## src/rtl/sync_fifo_pkg.sv

```systemverilog
// ----------------------------------------------------------------------------
// sync_fifo_pkg
// Shared types and helpers for the sync_fifo_flags FIFO.
//   fifo_mode_e : read-side behaviour (registered standard or first-word-fall-through)
//   ptr_width() : pointer/count width for a given depth (address bits + wrap bit)
// ----------------------------------------------------------------------------
package sync_fifo_pkg;

    typedef enum logic {
        FIFO_STD,
        FIFO_FWFT
    } fifo_mode_e;

    // One extra bit beyond the address distinguishes full from empty and lets
    // count reach DEPTH.
    function automatic int unsigned ptr_width(input int unsigned depth);
        return $clog2(depth) + 1;
    endfunction

endpackage

```

## src/rtl/sync_fifo_flags_if.sv

```systemverilog
// ----------------------------------------------------------------------------
// sync_fifo_flags_if
// Producer/consumer bus for sync_fifo_flags.
//   master : the FIFO's user (drives wr_enable, rd_enable, data_in)
//   slave  : the FIFO itself (drives data_out, data_valid, flags, count, errors)
// Signals:
//   wr_enable, data_in    write request and data
//   rd_enable             read request / FWFT acknowledge
//   data_out, data_valid  read data and its qualifier
//   full, empty, almost_full, almost_empty, count   occupancy status
//   overflow, underflow   one-cycle rejected-request pulses
// ----------------------------------------------------------------------------
interface sync_fifo_flags_if
    import sync_fifo_pkg::*;
#(
    parameter int unsigned WIDTH = 8,
    parameter int unsigned DEPTH = 16
) ();

    localparam int unsigned CW = ptr_width(DEPTH);

    logic             wr_enable;
    logic             rd_enable;
    logic [WIDTH-1:0] data_in;
    logic [WIDTH-1:0] data_out;
    logic             data_valid;
    logic             full;
    logic             empty;
    logic             almost_full;
    logic             almost_empty;
    logic [CW-1:0]    count;
    logic             overflow;
    logic             underflow;

    modport master (
        output wr_enable, rd_enable, data_in,
        input  data_out, data_valid, full, empty, almost_full, almost_empty,
        input  count, overflow, underflow
    );

    modport slave (
        input  wr_enable, rd_enable, data_in,
        output data_out, data_valid, full, empty, almost_full, almost_empty,
        output count, overflow, underflow
    );

endinterface

```

## src/rtl/sync_fifo_flags_mem.sv

```systemverilog
// ----------------------------------------------------------------------------
// fifo_mem
// WIDTH x DEPTH register array, one synchronous write port and one
// asynchronous read port. Contents are not reset.
// Ports:
//   clk        rising-edge clock
//   i_wr_en    write strobe
//   i_wr_addr  write address
//   i_wr_data  write data
//   i_rd_addr  read address
//   o_rd_data  read data (combinational from i_rd_addr)
// ----------------------------------------------------------------------------
module fifo_mem #(
    parameter int unsigned WIDTH = 8,
    parameter int unsigned DEPTH = 16
) (
    input  logic                     clk,
    input  logic                     i_wr_en,
    input  logic [$clog2(DEPTH)-1:0] i_wr_addr,
    input  logic [WIDTH-1:0]         i_wr_data,
    input  logic [$clog2(DEPTH)-1:0] i_rd_addr,
    output logic [WIDTH-1:0]         o_rd_data
);

    logic [WIDTH-1:0] r_mem [DEPTH];

    always_ff @(posedge clk) begin
        if (i_wr_en) begin
            r_mem[i_wr_addr] <= i_wr_data;
        end
    end

    assign o_rd_data = r_mem[i_rd_addr];

endmodule

```

## src/rtl/sync_fifo_flags.sv

```systemverilog
// ----------------------------------------------------------------------------
// sync_fifo_flags
// Single-clock FIFO with all DEPTH entries usable, exported occupancy count,
// almost-full/almost-empty thresholds, overflow/underflow pulses and a
// selectable standard (registered output) or FWFT read mode.
// Ports:
//   clk      rising-edge clock
//   reset_n  synchronous active-low reset
//   bus      sync_fifo_flags_if.slave (requests in; data, flags, count out)
// ----------------------------------------------------------------------------
module sync_fifo_flags
    import sync_fifo_pkg::*;
#(
    parameter int unsigned WIDTH    = 8,
    parameter int unsigned DEPTH    = 16,
    parameter int unsigned AF_LEVEL = DEPTH - 2,
    parameter int unsigned AE_LEVEL = 2,
    parameter fifo_mode_e  MODE     = FIFO_STD
) (
    input logic              clk,
    input logic              reset_n,
    sync_fifo_flags_if.slave bus
);

    localparam int unsigned   PW     = ptr_width(DEPTH);
    localparam int unsigned   AW     = PW - 1;
    localparam logic [PW-1:0] AF_THR = PW'(AF_LEVEL);
    localparam logic [PW-1:0] AE_THR = PW'(AE_LEVEL);

    logic [PW-1:0]    r_wr_ptr;
    logic [PW-1:0]    r_rd_ptr;
    logic [PW-1:0]    r_count;
    logic             r_overflow;
    logic             r_underflow;

    logic             w_full;
    logic             w_empty;
    logic             w_wr_acc;
    logic             w_rd_acc;
    logic [WIDTH-1:0] w_rd_data;

    // Pointers run modulo 2*DEPTH; the MSB is the wrap flag.
    assign w_empty = (r_wr_ptr == r_rd_ptr);
    assign w_full  = (r_wr_ptr[AW] != r_rd_ptr[AW]) &&
                     (r_wr_ptr[AW-1:0] == r_rd_ptr[AW-1:0]);

    // Acceptance uses pre-edge flags only, so a read never bypasses into an
    // empty FIFO and a write never slips into a full one.
    assign w_wr_acc = bus.wr_enable && !w_full;
    assign w_rd_acc = bus.rd_enable && !w_empty;

    always_ff @(posedge clk) begin
        if (!reset_n) begin
            r_wr_ptr    <= '0;
            r_rd_ptr    <= '0;
            r_count     <= '0;
            r_overflow  <= 1'b0;
            r_underflow <= 1'b0;
        end else begin
            if (w_wr_acc) begin
                r_wr_ptr <= r_wr_ptr + PW'(1);
            end
            if (w_rd_acc) begin
                r_rd_ptr <= r_rd_ptr + PW'(1);
            end
            r_count     <= r_count + PW'(w_wr_acc) - PW'(w_rd_acc);
            r_overflow  <= bus.wr_enable && w_full;
            r_underflow <= bus.rd_enable && w_empty;
        end
    end

    fifo_mem #(
        .WIDTH (WIDTH),
        .DEPTH (DEPTH)
    ) u_mem (
        .clk       (clk),
        .i_wr_en   (w_wr_acc),
        .i_wr_addr (r_wr_ptr[AW-1:0]),
        .i_wr_data (bus.data_in),
        .i_rd_addr (r_rd_ptr[AW-1:0]),
        .o_rd_data (w_rd_data)
    );

    generate
        if (MODE == FIFO_STD) begin : g_std
            logic [WIDTH-1:0] r_data_out;
            logic             r_data_valid;

            // data_out holds its last value when no read is accepted.
            always_ff @(posedge clk) begin
                if (!reset_n) begin
                    r_data_out   <= '0;
                    r_data_valid <= 1'b0;
                end else begin
                    r_data_valid <= w_rd_acc;
                    if (w_rd_acc) begin
                        r_data_out <= w_rd_data;
                    end
                end
            end

            assign bus.data_out   = r_data_out;
            assign bus.data_valid = r_data_valid;
        end else begin : g_fwft
            // Head word is presented directly from the array.
            assign bus.data_out   = w_empty ? '0 : w_rd_data;
            assign bus.data_valid = !w_empty;
        end
    endgenerate

    assign bus.full         = w_full;
    assign bus.empty        = w_empty;
    assign bus.almost_full  = (r_count >= AF_THR);
    assign bus.almost_empty = (r_count <= AE_THR);
    assign bus.count        = r_count;
    assign bus.overflow     = r_overflow;
    assign bus.underflow    = r_underflow;

endmodule

```

## src/flat_wrapper.sv

```systemverilog
// flat-port wrapper written by rule: the top's interface ports become plain ports
module sync_fifo_flags_flat import sync_fifo_pkg::*;
#(
    parameter int unsigned WIDTH    = 8,
    parameter int unsigned DEPTH    = 16,
    parameter int unsigned AF_LEVEL = DEPTH - 2,
    parameter int unsigned AE_LEVEL = 2,
    parameter fifo_mode_e  MODE     = FIFO_STD
)
  (clk, reset_n, bus_wr_enable, bus_rd_enable, bus_data_in, bus_data_out, bus_data_valid, bus_full, bus_empty, bus_almost_full, bus_almost_empty, bus_count, bus_overflow, bus_underflow);
  sync_fifo_flags_if #(.WIDTH(WIDTH), .DEPTH(DEPTH)) bus_i ();
  input logic clk;
  input logic reset_n;
  input wire logic [$bits(bus_i.wr_enable)-1:0] bus_wr_enable;
  input wire logic [$bits(bus_i.rd_enable)-1:0] bus_rd_enable;
  input wire logic [$bits(bus_i.data_in)-1:0] bus_data_in;
  output wire logic [$bits(bus_i.data_out)-1:0] bus_data_out;
  output wire logic [$bits(bus_i.data_valid)-1:0] bus_data_valid;
  output wire logic [$bits(bus_i.full)-1:0] bus_full;
  output wire logic [$bits(bus_i.empty)-1:0] bus_empty;
  output wire logic [$bits(bus_i.almost_full)-1:0] bus_almost_full;
  output wire logic [$bits(bus_i.almost_empty)-1:0] bus_almost_empty;
  output wire logic [$bits(bus_i.count)-1:0] bus_count;
  output wire logic [$bits(bus_i.overflow)-1:0] bus_overflow;
  output wire logic [$bits(bus_i.underflow)-1:0] bus_underflow;
  assign bus_i.wr_enable = bus_wr_enable;
  assign bus_i.rd_enable = bus_rd_enable;
  assign bus_i.data_in = bus_data_in;
  assign bus_data_out = bus_i.data_out;
  assign bus_data_valid = bus_i.data_valid;
  assign bus_full = bus_i.full;
  assign bus_empty = bus_i.empty;
  assign bus_almost_full = bus_i.almost_full;
  assign bus_almost_empty = bus_i.almost_empty;
  assign bus_count = bus_i.count;
  assign bus_overflow = bus_i.overflow;
  assign bus_underflow = bus_i.underflow;
  sync_fifo_flags #(.WIDTH(WIDTH), .DEPTH(DEPTH), .AF_LEVEL(AF_LEVEL), .AE_LEVEL(AE_LEVEL), .MODE(MODE)) u_core (.clk(clk), .reset_n(reset_n), .bus(bus_i));
endmodule
```

## config.mk

```make
export PLATFORM = sky130hd
export DESIGN_NAME = sync_fifo_flags_flat
export DESIGN_NICKNAME = d
export VERILOG_FILES = /design/src/rtl/sync_fifo_pkg.sv /design/src/rtl/sync_fifo_flags_if.sv /design/src/rtl/sync_fifo_flags_mem.sv /design/src/rtl/sync_fifo_flags.sv /design/src/flat_wrapper.sv
export SDC_FILE = /design/constraint.sdc
export NUM_CORES = 1
export LEC_CHECK = 0
export BUFFER_PORTS_ARGS = -buffer_cell sky130_fd_sc_hd__buf_2
export CAP_MARGIN = 30
export CORE_MARGIN = 2
export CORE_UTILIZATION = 65
export CTS_BUF_LIST = sky130_fd_sc_hd__clkbuf_8
export DETAILED_ROUTE_END_ITERATION = 6
export PLACE_DENSITY = 0.84
export SLEW_MARGIN = 0
export SYNTH_ARGS = -nofsm -noshare
export SYNTH_HDL_FRONTEND = slang
export SYNTH_SLANG_ARGS = --single-unit
```

## constraint.sdc

```tcl
create_clock -name clk -period 5.3 [get_ports clk]
set_input_delay 1.06 -clock clk [delete_from_list [all_inputs] [get_ports clk]]
set_output_delay 1.06 -clock clk [all_outputs]
set_load 0.02 [all_outputs]
```

# Word level (Yosys, flattened, before mapping)
# Memory sizes are Yosys's and may differ from the RTL's. A register that Yosys moved wholly into a read port is not among the register bits.
# Index checks and enable logic that the tools add are counted.
classes:
  eq_ne: 3
  mux: 2
  add_sub_neg: 4
  order_cmp: 2
  n_reduce_logical: 8
op_table:
  columns: ["operator", "count"]
  rows:
  - ["5-bit by 1-bit adder with 5-bit output, second input constant", 2]
  - ["5-bit by 1-bit adder with 5-bit output", 1]
  - ["5-bit == test", 1]
  - ["5-bit by 4-bit >= comparator with 1-bit output, second input constant", 1]
  - ["5-bit by 2-bit <= comparator with 1-bit output, second input constant", 1]
  - ["1-bit logical AND", 5]
  - ["5-bit by 1-bit subtractor with 5-bit output", 1]
  - ["4-bit == test", 1]
  - ["1-bit logical NOT", 3]
  - ["1-bit 2-to-1 mux", 2]
  - ["1-bit != test", 1]
totals:
  memories: 1
  word_cells: 26
  in_bits: 12
  mem_bits_rw: 128
  register_bits: 18
  out_inout_bits: 20
memory_table:
  columns: ["memory", "depth", "width", "read_ports", "rd_clocked_by_memory_dff", "write_ports", "line", "text"]
  rows:
  - ["u_core.u_mem.r_mem", 16, 8, 1, 1, 1, "sync_fifo_flags_mem.sv:25", "logic [WIDTH-1:0] r_mem [DEPTH];"]

# Depth between registers and ports, before layout
logic_depth:
  word_depth: 6
  depth_mapped: 13
  depth_no_buf: 11

# By module
# A second synthesis with hierarchy kept.
hier_totals:
  cells_unflattened: 377
  hier_area_um2: 6397.4
modules_own_cells:
  columns: ["module", "cells_per_inst", "seq_area_each_um2", "instances", "area_each_um2"]
  rows:
  - ["fifo_mem", 221, 3843.7, 1, 4987.3]
  - ["sync_fifo_flags", 156, 520.5, 1, 1410.1]

# Least setup slack after synthesis
# No wires, ideal clock.
synth_path:
  kind: "input to register"
  startpoint: "in bus_rd_enable"
  endpoint: "reg u_core.r_count[4], in the netlist u_core.bus.count[4]"
  cell_stages: 10
  required_ns: 5.224
  path_buffers: 1
  path_slack_ns: 2.369
  setup_ns: 0.076
  arrival_ns: 2.856
  path_cell_list: "a21boi_4 > buf_4 > ha_1 > inv_1 > ha_1 > fa_1 > a21oi_1 > nor2_1 > or3_1 > a21boi_0"
synth_between:
  elab_chain_len: 2
synth_rtl:
  columns: ["item", "line", "text"]
  rows:
  - ["start: declaration", "flat_wrapper.sv:15", "input wire logic [$bits(bus_i.rd_enable)-1:0] bus_rd_enable;"]
  - ["1-bit logical AND", "sync_fifo_flags.sv:50", "assign w_rd_acc = bus.rd_enable && !w_empty;"]
  - ["named net u_core.w_rd_acc", "sync_fifo_flags.sv:39", "logic w_rd_acc;"]
  - ["5-bit by 1-bit subtractor with 5-bit output", "sync_fifo_flags.sv:66", "r_count <= r_count + PW'(w_wr_acc) - PW'(w_rd_acc);"]
  - ["end signal: assignment", "sync_fifo_flags.sv:66", null]
  - ["end: declaration", "sync_fifo_flags.sv:32", "logic [PW-1:0] r_count;"]
# The timed path passes the listed nets, and every way through them passes these cells.
# A chain may end at the register's enable or synchronous reset.

# Worst setup path after layout
layout_path:
  startpoint: "reg u_core.r_rd_ptr[0]"
  endpoint: "reg u_core.r_count[4], in the netlist u_core.bus.count[4]"
layout_between:
  elab_chain_len: 6
  elab_cells_between_ends: 9
  cone_classes: "add/sub (2); eq/ne (2); reduce/logical (5)"
layout_rtl:
  columns: ["item", "line", "text"]
  rows:
  - ["start: declaration", "sync_fifo_flags.sv:31", "logic [PW-1:0] r_rd_ptr;"]
  - ["start signal: assignment", "sync_fifo_flags.sv:64", "r_rd_ptr <= r_rd_ptr + PW'(1);"]
  - ["4-bit == test", "sync_fifo_flags.sv:45", "(r_wr_ptr[AW-1:0] == r_rd_ptr[AW-1:0]);"]
  - ["1-bit logical AND", "sync_fifo_flags.sv:44", "assign w_full = (r_wr_ptr[AW] != r_rd_ptr[AW]) &&"]
  - ["1-bit logical NOT", "sync_fifo_flags.sv:49", "assign w_wr_acc = bus.wr_enable && !w_full;"]
  - ["1-bit logical AND", "sync_fifo_flags.sv:49", null]
  - ["5-bit by 1-bit adder with 5-bit output", "sync_fifo_flags.sv:66", null]
  - ["5-bit by 1-bit subtractor with 5-bit output *", "sync_fifo_flags.sv:66", null]
# Mark *: on every way between the ends. The rest lies on a longest branch, timed or not.

==> flow_metrics.tcl <==
set metrics [dict create \
    clock_skew_ns 0.01672 \
    grt_overflow 0 \
    grt_pass1_vias 3219 \
    synthDistinctLibCells 36 \
    grt_max_degree 37 \
    coreArea_um2 9284 \
    drt-total-wl_um 11520 \
    viasPerCell 6.104 \
    powerDensity_nw_per_um2 401.5 \
    dieHeight_um 102.3 \
    synth_flop_cell "edfxtp_1" \
    ant_nets 0 \
    pin_count 32 \
    cts_tree "built" \
    hp-start "u_core.bus.data_out[5]" \
    vias 3272 \
    rsz0062_at_grt "false" \
    nFillCells 558 \
    netlist.area_leader.share_pct 61.24 \
    dp_cells 504 \
    synth_top_area_cell "edfxtp_1" \
    root_buffer "clkbuf_8" \
    avgRoutedWirePerCell_um 21.50 \
    tightest_slew_ns 0.8552 \
    nets 422 \
    antennaDiodeCount 0 \
    clock_latency_ns 0.45 \
    clkTransAtPathRegs_ns 0.08 \
    hold_depth 2 \
    reg2reg_depth 12 \
    status "complete, no violations" \
    min_to "u_core.bus.data_out[5]" \
    ctsHoldBuffers 0 \
    yosysSeqAreaShare_pct 69.54 \
    timing.rr.start "u_core.r_rd_ptr[0]" \
    worstSetupStartpointType "register" \
    synth-warning-count 0 \
    fp-row-count 35 \
    setup_viol 0 \
    synth_most_common_cell "edfxtp_1" \
    layout_setup_ws_ns 2.044 \
    grt_pass1_wl_um 17790 \
    top_layer "met4" \
    fin_cells 536 \
    critPathMaxFanout 36 \
    clk_path_buf_depth 2 \
    antenna_found_initial 0 \
    die_w_um 102.3 \
    timing.fmax_mhz 307.1 \
    hold_slack_ns 0.4711 \
    gp_congestion 0.7350 \
    endpoint_kind "register" \
    period_minus_slack_ns 3.256 \
    slew_viol_final 0 \
    path_common_cell "ha_1" \
    hpwlAfterDp_um 7452 \
    grtUsageTotal_pct 24.30 \
    hold_viol 0 \
    leakage_nw 2.444 \
    hp-class "reg -> reg" \
    met2WireLength_um 5799 \
    drt-met1-wl_um 4546 \
    die_area_um2 10460 \
    drive_above_1_share_pct 25.31 \
    crit_required_ns 5.67 \
    final_util_pct 74.39 \
    synth-edff-count 128 \
    syn_nets 387 \
    avgSynthCellArea_um2 17.48 \
    path_class "reg -> reg" \
    ff2ff_setup_slack_ns 2.04 \
    cts_inserted_buffers 17 \
    synth_commonest_cells "edfxtp_1, mux4_2, dfxtp_1" \
    syn_inst 359 \
    drc 0 \
    post-cts-setup-buffers 0 \
    ctsResizeCount 0 \
    crit_path_cell_trace "buf_4, xnor2_1, and4_4, a21boi_4, ha_1, inv_1, ha_1, fa_1, a21oi_1, nor2_1, or3_1, a21boi_0" \
    dr_wl_met3_um 925 \
    period_share_pct 61.43 \
    htreeDepth 4 \
    vdd_drop_max_uv 210.2 \
    port_buffers 31 \
    setup_tns_ns 0 \
    synthArstFlopShare_pct 0 \
    slowest_delay_ns 0.54 \
    cp_slowest_cell "buf_4" \
    r2r-end "u_core.bus.count[4]" \
    synth_area_um2 6276 \
    clkSinkCount 154 \
    slew_headroom_pct 42.87 \
    pre_cts_slack_ns 2.026 \
    synth-seq-cells 154 \
    dr.pass1.iters 5 \
    area_growth_pct 10.05 \
    worstPathArrival_ns 3.62 \
    start_util_pct 67.60 \
    synthTopCellsByArea "edfxtp_1, mux4_2, dfxtp_1" \
    maxCapViolations 0 \
    drtIter0Drc 250 \
]
-- cells in the final DEF, fill, tap and decap left out, types with 2 or more instances in the layout --
| master | netlist | routed |
|---|---|---|
| clkinvlp_4 | 0 | 2 |
| xnor2_1 | 9 | 9 |
| and3_1 | 14 | 14 |
| nand4_1 | 2 | 2 |
| nand2_1 | 15 | 15 |
| edfxtp_1 | 128 | 128 |
| a21oi_1 | 4 | 4 |
| nor2_1 | 15 | 15 |
| clkinv_4 | 0 | 2 |
| inv_8 | 0 | 4 |
| mux2i_1 | 4 | 4 |
| inv_6 | 0 | 5 |
| buf_2 | 5 | 31 |
| and2_1 | 12 | 12 |
| ha_1 | 15 | 15 |
| buf_4 | 3 | 4 |
| inv_1 | 12 | 13 |
| a22o_1 | 16 | 16 |
| xor2_1 | 5 | 5 |
| nand2b_1 | 2 | 2 |
| dfxtp_1 | 26 | 25 |
| o22ai_1 | 8 | 8 |
| nor2b_1 | 8 | 8 |
| clkbuf_8 | 0 | 17 |
| mux4_2 | 32 | 32 |
-- sequential cells by signal (all words and copies together), names as in the netlist --
name                   cells
u_core.u_mem.r_mem       128
u_core.bus.data_out        8
u_core.bus.count           5
u_core.r_rd_ptr            5
u_core.r_wr_ptr            5
u_core.bus.data_valid      1
u_core.bus.overflow        1
u_core.bus.underflow       1
-- worst max-delay path: cells and delay by family (launching register included) --
family	cells	cell delay, ns
buf+inv	2	0.58
fa+ha+maj	3	0.96
compound gates	3	0.44
xor+xnor	1	0.23
simple gates	3	0.67
flops	1	0.32
-- metal layers --
layer	vias up	GRT usage [%]
met3	24	5.609
met5	-	0
met4	0	10.05
met1	1629	33.15
met2	160	38.56
li1	1459	-
-- layout make-up --
| type | instances | area (µm²) | share of cell area, % |
|---|---|---|---|
| flip-flops and latches | 154 | 4365 | 63.21 |
| well taps | 129 | 161.4 | 2.337 |
| repair buffers | 35 | 185.2 | 2.681 |
| clock inverters | 15 | 155.1 | 2.246 |
| inverters | 12 | 45.04 | 0.6522 |
| multi-input cells | 174 | 1760 | 25.49 |
| clock buffers | 17 | 234.0 | 3.388 |
-- worst max-delay path by stage --
| stage | from | endpoint | cells after the start |
|---|---|---|---|
| detailed placement | u_core.r_rd_ptr[0] | u_core.bus.count[4] | 12 |
| floorplan | bus_rd_enable | u_core.bus.count[4] | 10 |
| finish | u_core.r_rd_ptr[0] | u_core.bus.count[4] | 12 |
| CTS | u_core.r_rd_ptr[0] | u_core.bus.count[4] | 12 |
| global route | u_core.r_rd_ptr[0] | u_core.bus.count[4] | 12 |
| global placement | u_core.r_rd_ptr[0] | u_core.bus.count[4] | 12 |
-- through the flow --
step / instance area, µm² / power, mW
floorplan: 6276 / 1.817
detailed placement: 6518 / 1.944
global placement: 6510 / 1.928
finish: 6907 / 2.773
global route: 6907 / 2.894
CTS: 6907 / 2.788
-- power breakdown --
group | total [mW] | internal [mW] | leakage (nW) | switching (mW)
clock network | 0.859 | 0.390 | 0.197 | 0.469
logic | 0.537 | 0.238 | 0.878 | 0.299
registers | 1.38 | 1.35 | 1.37 | 0.0227
total | 2.77 | 1.98 | 2.44 | 0.791
-- kinds of logic after synthesis --
family                   Yosys count  synth area share [%]
flip-flops                       154                 69.54
AND/OR/NAND/NOR                   73                 6.160
multiplexers                      36                 12.12
AO/OA/AOI/OAI                     35                 4.506
buffers and inverters             31                 2.412
adder cells (fa/ha/maj)           16                 3.309
XOR/XNOR                          14                 1.954
No activity file was read; power rests on OpenSTA's default activity.
